### src/rtl/ctrl_unit_pipe.sv
// Decode, hazard, branch-resolve and forwarding control for a 5-stage RV32I pipe.
// Latency: decode/hazard comb in ID; control word reaches EX +1, MEM +2, WB +3 cycles.
// Backpressure: o_stall holds PC and IF/ID and inserts an EX bubble; o_flush kills ID.
module ctrl_unit_pipe #(
  parameter bit FWD_EN = 1'b1,
  parameter int CNT_W  = 32
) (
  input  logic             i_clk,
  input  logic             i_reset,
  input  logic [31:0]      i_instr,
  input  logic             i_id_vld,
  input  logic             i_br_less,
  input  logic             i_br_equal,
  output logic             o_stall,
  output logic             o_flush,
  output logic             o_pc_sel,
  output logic             o_illegal,
  output logic             o_ex_br_un,
  output logic [1:0]       o_ex_opa_sel,
  output logic             o_ex_opb_sel,
  output logic [3:0]       o_ex_alu_op,
  output logic [1:0]       o_fwd_a_sel,
  output logic [1:0]       o_fwd_b_sel,
  output logic             o_mem_wren,
  output logic             o_wb_rd_wren,
  output logic [1:0]       o_wb_sel,
  output logic [4:0]       o_wb_rd_addr,
  output logic             o_wb_insn_vld,
  output logic [CNT_W-1:0] o_retire_cnt
);

  localparam logic [6:0] OP_R     = 7'b0110011;
  localparam logic [6:0] OP_I     = 7'b0010011;
  localparam logic [6:0] OP_LOAD  = 7'b0000011;
  localparam logic [6:0] OP_STORE = 7'b0100011;
  localparam logic [6:0] OP_BR    = 7'b1100011;
  localparam logic [6:0] OP_LUI   = 7'b0110111;
  localparam logic [6:0] OP_AUIPC = 7'b0010111;
  localparam logic [6:0] OP_JAL   = 7'b1101111;
  localparam logic [6:0] OP_JALR  = 7'b1100111;

  // Control word carried down the pipe; an all-zero word is a bubble.
  typedef struct packed {
    logic       vld;
    logic       rd_wren;
    logic       mem_wren;
    logic       is_br;
    logic       is_jmp;
    logic       is_load;
    logic       br_un;
    logic [1:0] opa_sel;
    logic       opb_sel;
    logic [3:0] alu_op;
    logic [1:0] wb_sel;
    logic [2:0] funct3;
    logic [4:0] rd;
    logic [4:0] rs1;
    logic [4:0] rs2;
  } ctrl_t;

  ctrl_t            id_cw;
  ctrl_t            ex_d, ex_q;
  ctrl_t            mem_d, mem_q;
  ctrl_t            wb_d, wb_q;
  logic [CNT_W-1:0] cnt_d, cnt_q;

  logic       use_rs1, use_rs2, legal;
  logic [2:0] f3;
  logic       dep_ex, dep_mem, hazard, br_taken;

  assign f3 = i_instr[14:12];

  // Decode the IF/ID instruction into a control word plus its source-register uses.
  always_comb begin
    id_cw   = '0;
    use_rs1 = 1'b0;
    use_rs2 = 1'b0;
    legal   = 1'b1;
    unique case (i_instr[6:0])
      OP_R: begin
        id_cw.alu_op  = {i_instr[30], f3};
        id_cw.rd_wren = 1'b1;
        use_rs1       = 1'b1;
        use_rs2       = 1'b1;
      end
      OP_I: begin
        // Only the shift-right group uses bit 30 (srli/srai); elsewhere it is immediate.
        id_cw.alu_op  = {(f3 == 3'b101) & i_instr[30], f3};
        id_cw.opb_sel = 1'b1;
        id_cw.rd_wren = 1'b1;
        use_rs1       = 1'b1;
      end
      OP_LOAD: begin
        id_cw.opb_sel = 1'b1;
        id_cw.wb_sel  = 2'b01;
        id_cw.rd_wren = 1'b1;
        id_cw.is_load = 1'b1;
        use_rs1       = 1'b1;
      end
      OP_STORE: begin
        id_cw.opb_sel  = 1'b1;
        id_cw.mem_wren = 1'b1;
        use_rs1        = 1'b1;
        use_rs2        = 1'b1;
      end
      OP_BR: begin
        id_cw.opa_sel = 2'b01;
        id_cw.opb_sel = 1'b1;
        id_cw.br_un   = f3[1];
        id_cw.is_br   = 1'b1;
        use_rs1       = 1'b1;
        use_rs2       = 1'b1;
      end
      OP_LUI: begin
        id_cw.opa_sel = 2'b10;
        id_cw.opb_sel = 1'b1;
        id_cw.rd_wren = 1'b1;
      end
      OP_AUIPC: begin
        id_cw.opa_sel = 2'b01;
        id_cw.opb_sel = 1'b1;
        id_cw.rd_wren = 1'b1;
      end
      OP_JAL: begin
        // ALU computes the target pc+imm; link value comes from pc_four.
        id_cw.opa_sel = 2'b01;
        id_cw.opb_sel = 1'b1;
        id_cw.wb_sel  = 2'b10;
        id_cw.is_jmp  = 1'b1;
        id_cw.rd_wren = 1'b1;
      end
      OP_JALR: begin
        id_cw.opb_sel = 1'b1;
        id_cw.wb_sel  = 2'b10;
        id_cw.is_jmp  = 1'b1;
        id_cw.rd_wren = 1'b1;
        use_rs1       = 1'b1;
      end
      default: legal = 1'b0;
    endcase
    id_cw.vld    = 1'b1;
    id_cw.funct3 = f3;
    id_cw.rd     = i_instr[11:7];
    id_cw.rs1    = i_instr[19:15];
    id_cw.rs2    = i_instr[24:20];
    if (i_instr[11:7] == 5'd0) id_cw.rd_wren = 1'b0;
    if (!i_id_vld || !legal) begin
      id_cw   = '0;
      use_rs1 = 1'b0;
      use_rs2 = 1'b0;
    end
  end

  assign o_illegal = i_id_vld & ~legal;

  // Hazard detection: load-use only when forwarding, any EX/MEM RAW otherwise.
  always_comb begin
    dep_ex  = (use_rs1 && id_cw.rs1 == ex_q.rd)  || (use_rs2 && id_cw.rs2 == ex_q.rd);
    dep_mem = (use_rs1 && id_cw.rs1 == mem_q.rd) || (use_rs2 && id_cw.rs2 == mem_q.rd);
    if (FWD_EN) hazard = ex_q.rd_wren & ex_q.is_load & dep_ex;
    else        hazard = (ex_q.rd_wren & dep_ex) | (mem_q.rd_wren & dep_mem);
  end

  // Branch condition from the EX comparator; reserved funct3 codes never take.
  always_comb begin
    unique case (ex_q.funct3)
      3'b000:          br_taken = i_br_equal;
      3'b001:          br_taken = ~i_br_equal;
      3'b100, 3'b110:  br_taken = i_br_less;
      3'b101, 3'b111:  br_taken = ~i_br_less;
      default:         br_taken = 1'b0;
    endcase
  end

  assign o_pc_sel = ex_q.vld & (ex_q.is_jmp | (ex_q.is_br & br_taken));
  assign o_flush  = o_pc_sel;
  // A redirect kills ID anyway, so stalling for it would only waste a cycle.
  assign o_stall  = hazard & ~o_flush;

  // Forwarding selects for the EX sources; MEM has priority as the younger producer.
  always_comb begin
    o_fwd_a_sel = 2'b00;
    o_fwd_b_sel = 2'b00;
    if (FWD_EN) begin
      if (mem_q.rd_wren && mem_q.rd == ex_q.rs1)    o_fwd_a_sel = 2'b01;
      else if (wb_q.rd_wren && wb_q.rd == ex_q.rs1) o_fwd_a_sel = 2'b10;
      if (mem_q.rd_wren && mem_q.rd == ex_q.rs2)    o_fwd_b_sel = 2'b01;
      else if (wb_q.rd_wren && wb_q.rd == ex_q.rs2) o_fwd_b_sel = 2'b10;
    end
  end

  // Next-state for the stage registers and the retire counter.
  always_comb begin
    ex_d  = (o_stall || o_flush) ? ctrl_t'('0) : id_cw;
    mem_d = ex_q;
    wb_d  = mem_q;
    // Counted on entry to WB so the count already includes the instruction shown there.
    cnt_d = cnt_q + CNT_W'(mem_q.vld);
  end

  // Stage registers and counter, all cleared to bubbles on reset.
  always_ff @(posedge i_clk or posedge i_reset) begin
    if (i_reset) begin
      ex_q  <= '0;
      mem_q <= '0;
      wb_q  <= '0;
      cnt_q <= '0;
    end else begin
      ex_q  <= ex_d;
      mem_q <= mem_d;
      wb_q  <= wb_d;
      cnt_q <= cnt_d;
    end
  end

  assign o_ex_br_un    = ex_q.br_un;
  assign o_ex_opa_sel  = ex_q.opa_sel;
  assign o_ex_opb_sel  = ex_q.opb_sel;
  assign o_ex_alu_op   = ex_q.alu_op;
  assign o_mem_wren    = mem_q.mem_wren;
  assign o_wb_rd_wren  = wb_q.rd_wren;
  assign o_wb_sel      = wb_q.wb_sel;
  assign o_wb_rd_addr  = wb_q.rd;
  assign o_wb_insn_vld = wb_q.vld;
  assign o_retire_cnt  = cnt_q;

  // WB-stage fields with no consumer and immediate bits this unit does not decode.
  logic unused_bits;
  assign unused_bits = ^{wb_q.mem_wren, wb_q.is_br, wb_q.is_jmp, wb_q.is_load, wb_q.br_un,
                         wb_q.opa_sel, wb_q.opb_sel, wb_q.alu_op, wb_q.funct3, wb_q.rs1,
                         wb_q.rs2, i_instr[31], i_instr[29:25]};

endmodule

### config.mk
export PLATFORM = sky130hd
export DESIGN_NAME = ctrl_unit_pipe
export DESIGN_NICKNAME = d
export VERILOG_FILES = /design/src/rtl/ctrl_unit_pipe.sv
export SDC_FILE = /design/constraint.sdc
export NUM_CORES = 1
export LEC_CHECK = 0
export CAP_MARGIN = 20
export CORE_AREA = 2 2 88 90
export DETAILED_ROUTE_END_ITERATION = 8
export DIE_AREA = 0 0 90 92
export PLACE_DENSITY_LB_ADDON = 0.12
export SLEW_MARGIN = 0
export SYNTH_ARGS = -nofsm -noshare
export SYNTH_HDL_FRONTEND = slang
export SYNTH_SLANG_ARGS = --single-unit
### constraint.sdc
create_clock -name i_clk -period 3.7 [get_ports i_clk]
set_input_delay 0.37 -clock i_clk [delete_from_list [all_inputs] [get_ports i_clk]]
set_output_delay 0.37 -clock i_clk [all_outputs]
set_load 0.005 [all_outputs]
==> impl_metrics.env <==
export IMPL_clockRootBuffer="clkbuf_8"
export IMPL_chipWidth_microns=90
export IMPL_crit_reg2reg_launch="ex_q[12]"
export IMPL_ff2ff_setup_slack_ps=1560
export IMPL_grt_pass1_wl_microns=13280
export IMPL_p_leak_nw=2.277
export IMPL_antenna_cells=0
export IMPL_clkTransAtPathRegs_ps=80
export IMPL_clock_latency_ps=340
export IMPL_start_kind="primary input"
export IMPL_cts_hold_buf=0
export IMPL_post_cts_buffers=0
export IMPL_drv_cap=0
export IMPL_path_class="primary input to primary output"
export IMPL_drive_above_1_share=0.06742
export IMPL_crit_path_cell_trace="clkdlybuf4s50_1, nor2b_1, o21ai_2, a21bo_2, o32a_1, a211oi_1, o21ba_2, clkdlybuf4s50_1"
export IMPL_synth_area_sq_um=3812
export IMPL_setup_ws_ps=351.8
export IMPL_syn2layout_area_growth_pct=30.36
export IMPL_irDropWorstVdd_mv=0.2077
export IMPL_cts_tree="done"
export IMPL_num_rows=32
export IMPL_fin_worst_skew_ps=9.756
export IMPL_final_cell_mix="88 x clkdlybuf4s50_1, 84 x dfrtp_1, 38 x nand2_1"
export IMPL_grt_pass1_vias=2821
export IMPL_yosys_register_bits=84
export IMPL_fin_area_sq_um=4970
export IMPL_cp_startpoint="i_instr[5]"
export IMPL_die_h_microns=92
export IMPL_slew_headroom=0.6707
export IMPL_antenna_found_initial=0
export IMPL_rsz0062_at_grt="false"
export IMPL_yosys_area_top_type="dfrtp_1"
export IMPL_cp_endpoint="o_stall"
export IMPL_netlist_instances=355
export IMPL_seq_area_frac_synth=0.5514
export IMPL_start_util=0.5119
export IMPL_grt_ovfl_total=0
export IMPL_wirelength_microns=7772
export IMPL_fp_dieArea_sq_um=8280
export IMPL_grt_max_degree=41
export IMPL_arrival_ps=2980
export IMPL_cp_common_cell="clkdlybuf4s50_1"
export IMPL_wl_per_cell_microns=14.21
export IMPL_async_flop_share=1.000
export IMPL_final_max_slew_viol_count=0
export IMPL_pre_cts_ws_ps=381.0
export IMPL_hold_viol_final=0
export IMPL_htree_levels=3
export IMPL_grtUsageTotal=0.2008
export IMPL_gp_congestion=0.8537
export IMPL_cts_resized=0
export IMPL_yosysTopAreaCellShare=0.5514
export IMPL_synth_warnings=0
export IMPL_drtPass1Iterations=4
export IMPL_fmax_mhz=298.7
export IMPL_crit_path_max_incr_delay_ps=680
export IMPL_clock_sinks=84
export IMPL_multi_input_area_sq_um=1575
export IMPL_io_pins=95
export IMPL_clockBufferDepth=2
export IMPL_syn_area_per_cell_sq_um=10.74
export IMPL_setup_viol=0
export IMPL_place_inst=533
export IMPL_setup_tns_ps=0
export IMPL_synth_top_flop_cell="dfrtp_1"
export IMPL_place_hpwl_microns=5861
export IMPL_period_needed_ps=3348
export IMPL_final_seq_area_sq_um=2102
export IMPL_synthTopCellsByArea="dfrtp_1 55%, xnor2_1 7.8%, xor2_1 5.1%"
export IMPL_drc=0
export IMPL_slowest_stage="clkdlybuf4s50_1"
export IMPL_synth_edff_count=0
export IMPL_vias=2852
export IMPL_end_kind="primary output"
export IMPL_final_cells=547
export IMPL_nFillCells=626
export IMPL_power_total_mw=1.794
export IMPL_status="complete, no violations"
export IMPL_io_buffers=88
export IMPL_final_common_cell="clkdlybuf4s50_1"
export IMPL_synthesis_nets=394
export IMPL_coreArea_sq_um=7447
export IMPL_dpl_cell_area_sq_um=4766
export IMPL_worst_slew_pin_transition_ps=492.1
export IMPL_hp_class="primary input to asynchronous set/reset pin"
export IMPL_cts_buffers=9
export IMPL_via_per_inst=5.214
export IMPL_fin_crit_sh=0.9049
export IMPL_cp_required_ps=3330
export IMPL_fin_nets=481
export IMPL_worstRegToRegCells=6
export IMPL_r2r_end="ex_q[0]"
export IMPL_pwr_density_cell_nw_per_um2=360.9
export IMPL_drtAntennaViolNets=0
export IMPL_worstPathMaxFanout=11
export IMPL_yosysUniqueCellTypes=45
export IMPL_drt_iter0_drc=134
==> how the worst min path moves through the flow <==
| stage | start | end | cells after the start |
|---|---|---|---|
| CTS | i_reset | o_retire_cnt[3] | 2 |
| detailed placement | mem_q[19] | o_wb_sel[1] | 0 |
| global route | i_reset | o_retire_cnt[3] | 2 |
| floorplan | ex_q[19] | mem_q[19] | 0 |
| global placement | ex_q[19] | mem_q[19] | 0 |
| finish | i_reset | o_retire_cnt[3] | 2 |
==> through the flow <==
step / utilization / hold WS, ps
4_1_cts: 0.6673 / 296.8
2_1_floorplan: - / 331.2
3_3_place_gp: 0.6400 / 333.0
5_1_grt: 0.6673 / 309.0
6_report: 0.6673 / 300.1
3_5_place_dp: 0.6400 / 334.7
==> report_power, final <==
group | switching (mW) | internal, mW
Sequential | 0.0219 | 0.939
Combinational | 0.0727 | 0.0873
Clock | 0.299 | 0.374
Total | 0.393 | 1.40
==> sequential cells by signal, summed over array words and instances, names as in the netlist <==
name / cells
ex_q: 25
mem_q: 9
o_ex_alu_op: 4
o_ex_br_un: 1
o_ex_opa_sel: 2
o_ex_opb_sel: 1
o_mem_wren: 1
o_retire_cnt: 32
o_wb_insn_vld: 1
o_wb_rd_addr: 5
o_wb_rd_wren: 1
o_wb_sel: 2
==> final cells by class <==
class,count,share of cell area
Tap cell,102,0.02568
Clock inverter,4,0.01536
Timing Repair Buffer,96,0.1893
Inverter,5,0.004028
Sequential cell,84,0.4230
Clock buffer,10,0.02568
Multi-Input combinational cell,246,0.3170
==> synth_stat cells (all sizes together), types with 2 or more instances <==
cell type	n
nand4	11
nor2b	4
o2111ai	2
ha	2
nor3	6
xor2	22
nor4	6
xnor2	34
a211oi	3
and4b	2
nand2b	4
clkbuf	7
and3	9
a21oi	5
nor2	37
inv	5
nor3b	8
nand3	19
and4	3
a31oi	2
nand2	38
o21ai	8
buf	13
and2	4
and3b	3
o31ai	2
dfrtp	84
==> logic make-up after synthesis <==
| kind of cell | count (synthesis) | share of synthesized area |
|---|---|---|
| buffers and inverters | 25 | 0.03676 |
| adder cells (fa/ha/maj) | 2 | 0.006563 |
| XOR/XNOR | 56 | 0.1287 |
| AND/OR/NAND/NOR | 157 | 0.2120 |
| AO/OA/AOI/OAI | 31 | 0.06465 |
| flip-flops | 84 | 0.5514 |
==> critical path: cells and delay by family <==
family	cells	cell delay [ps]
buf+inv	2	1170
compound gates	5	1070
simple gates	1	360
==> per-layer routing <==
metal | track usage | wire length [microns] | up-vias
met5 | 0 | 0 | -
met4 | 0.07949 | 63 | 0
met3 | 0.03862 | 405 | 4
met2 | 0.3383 | 4006 | 88
met1 | 0.2575 | 3296 | 1383
li1 | - | - | 1377
No activity file was read; power rests on OpenSTA's default activity.
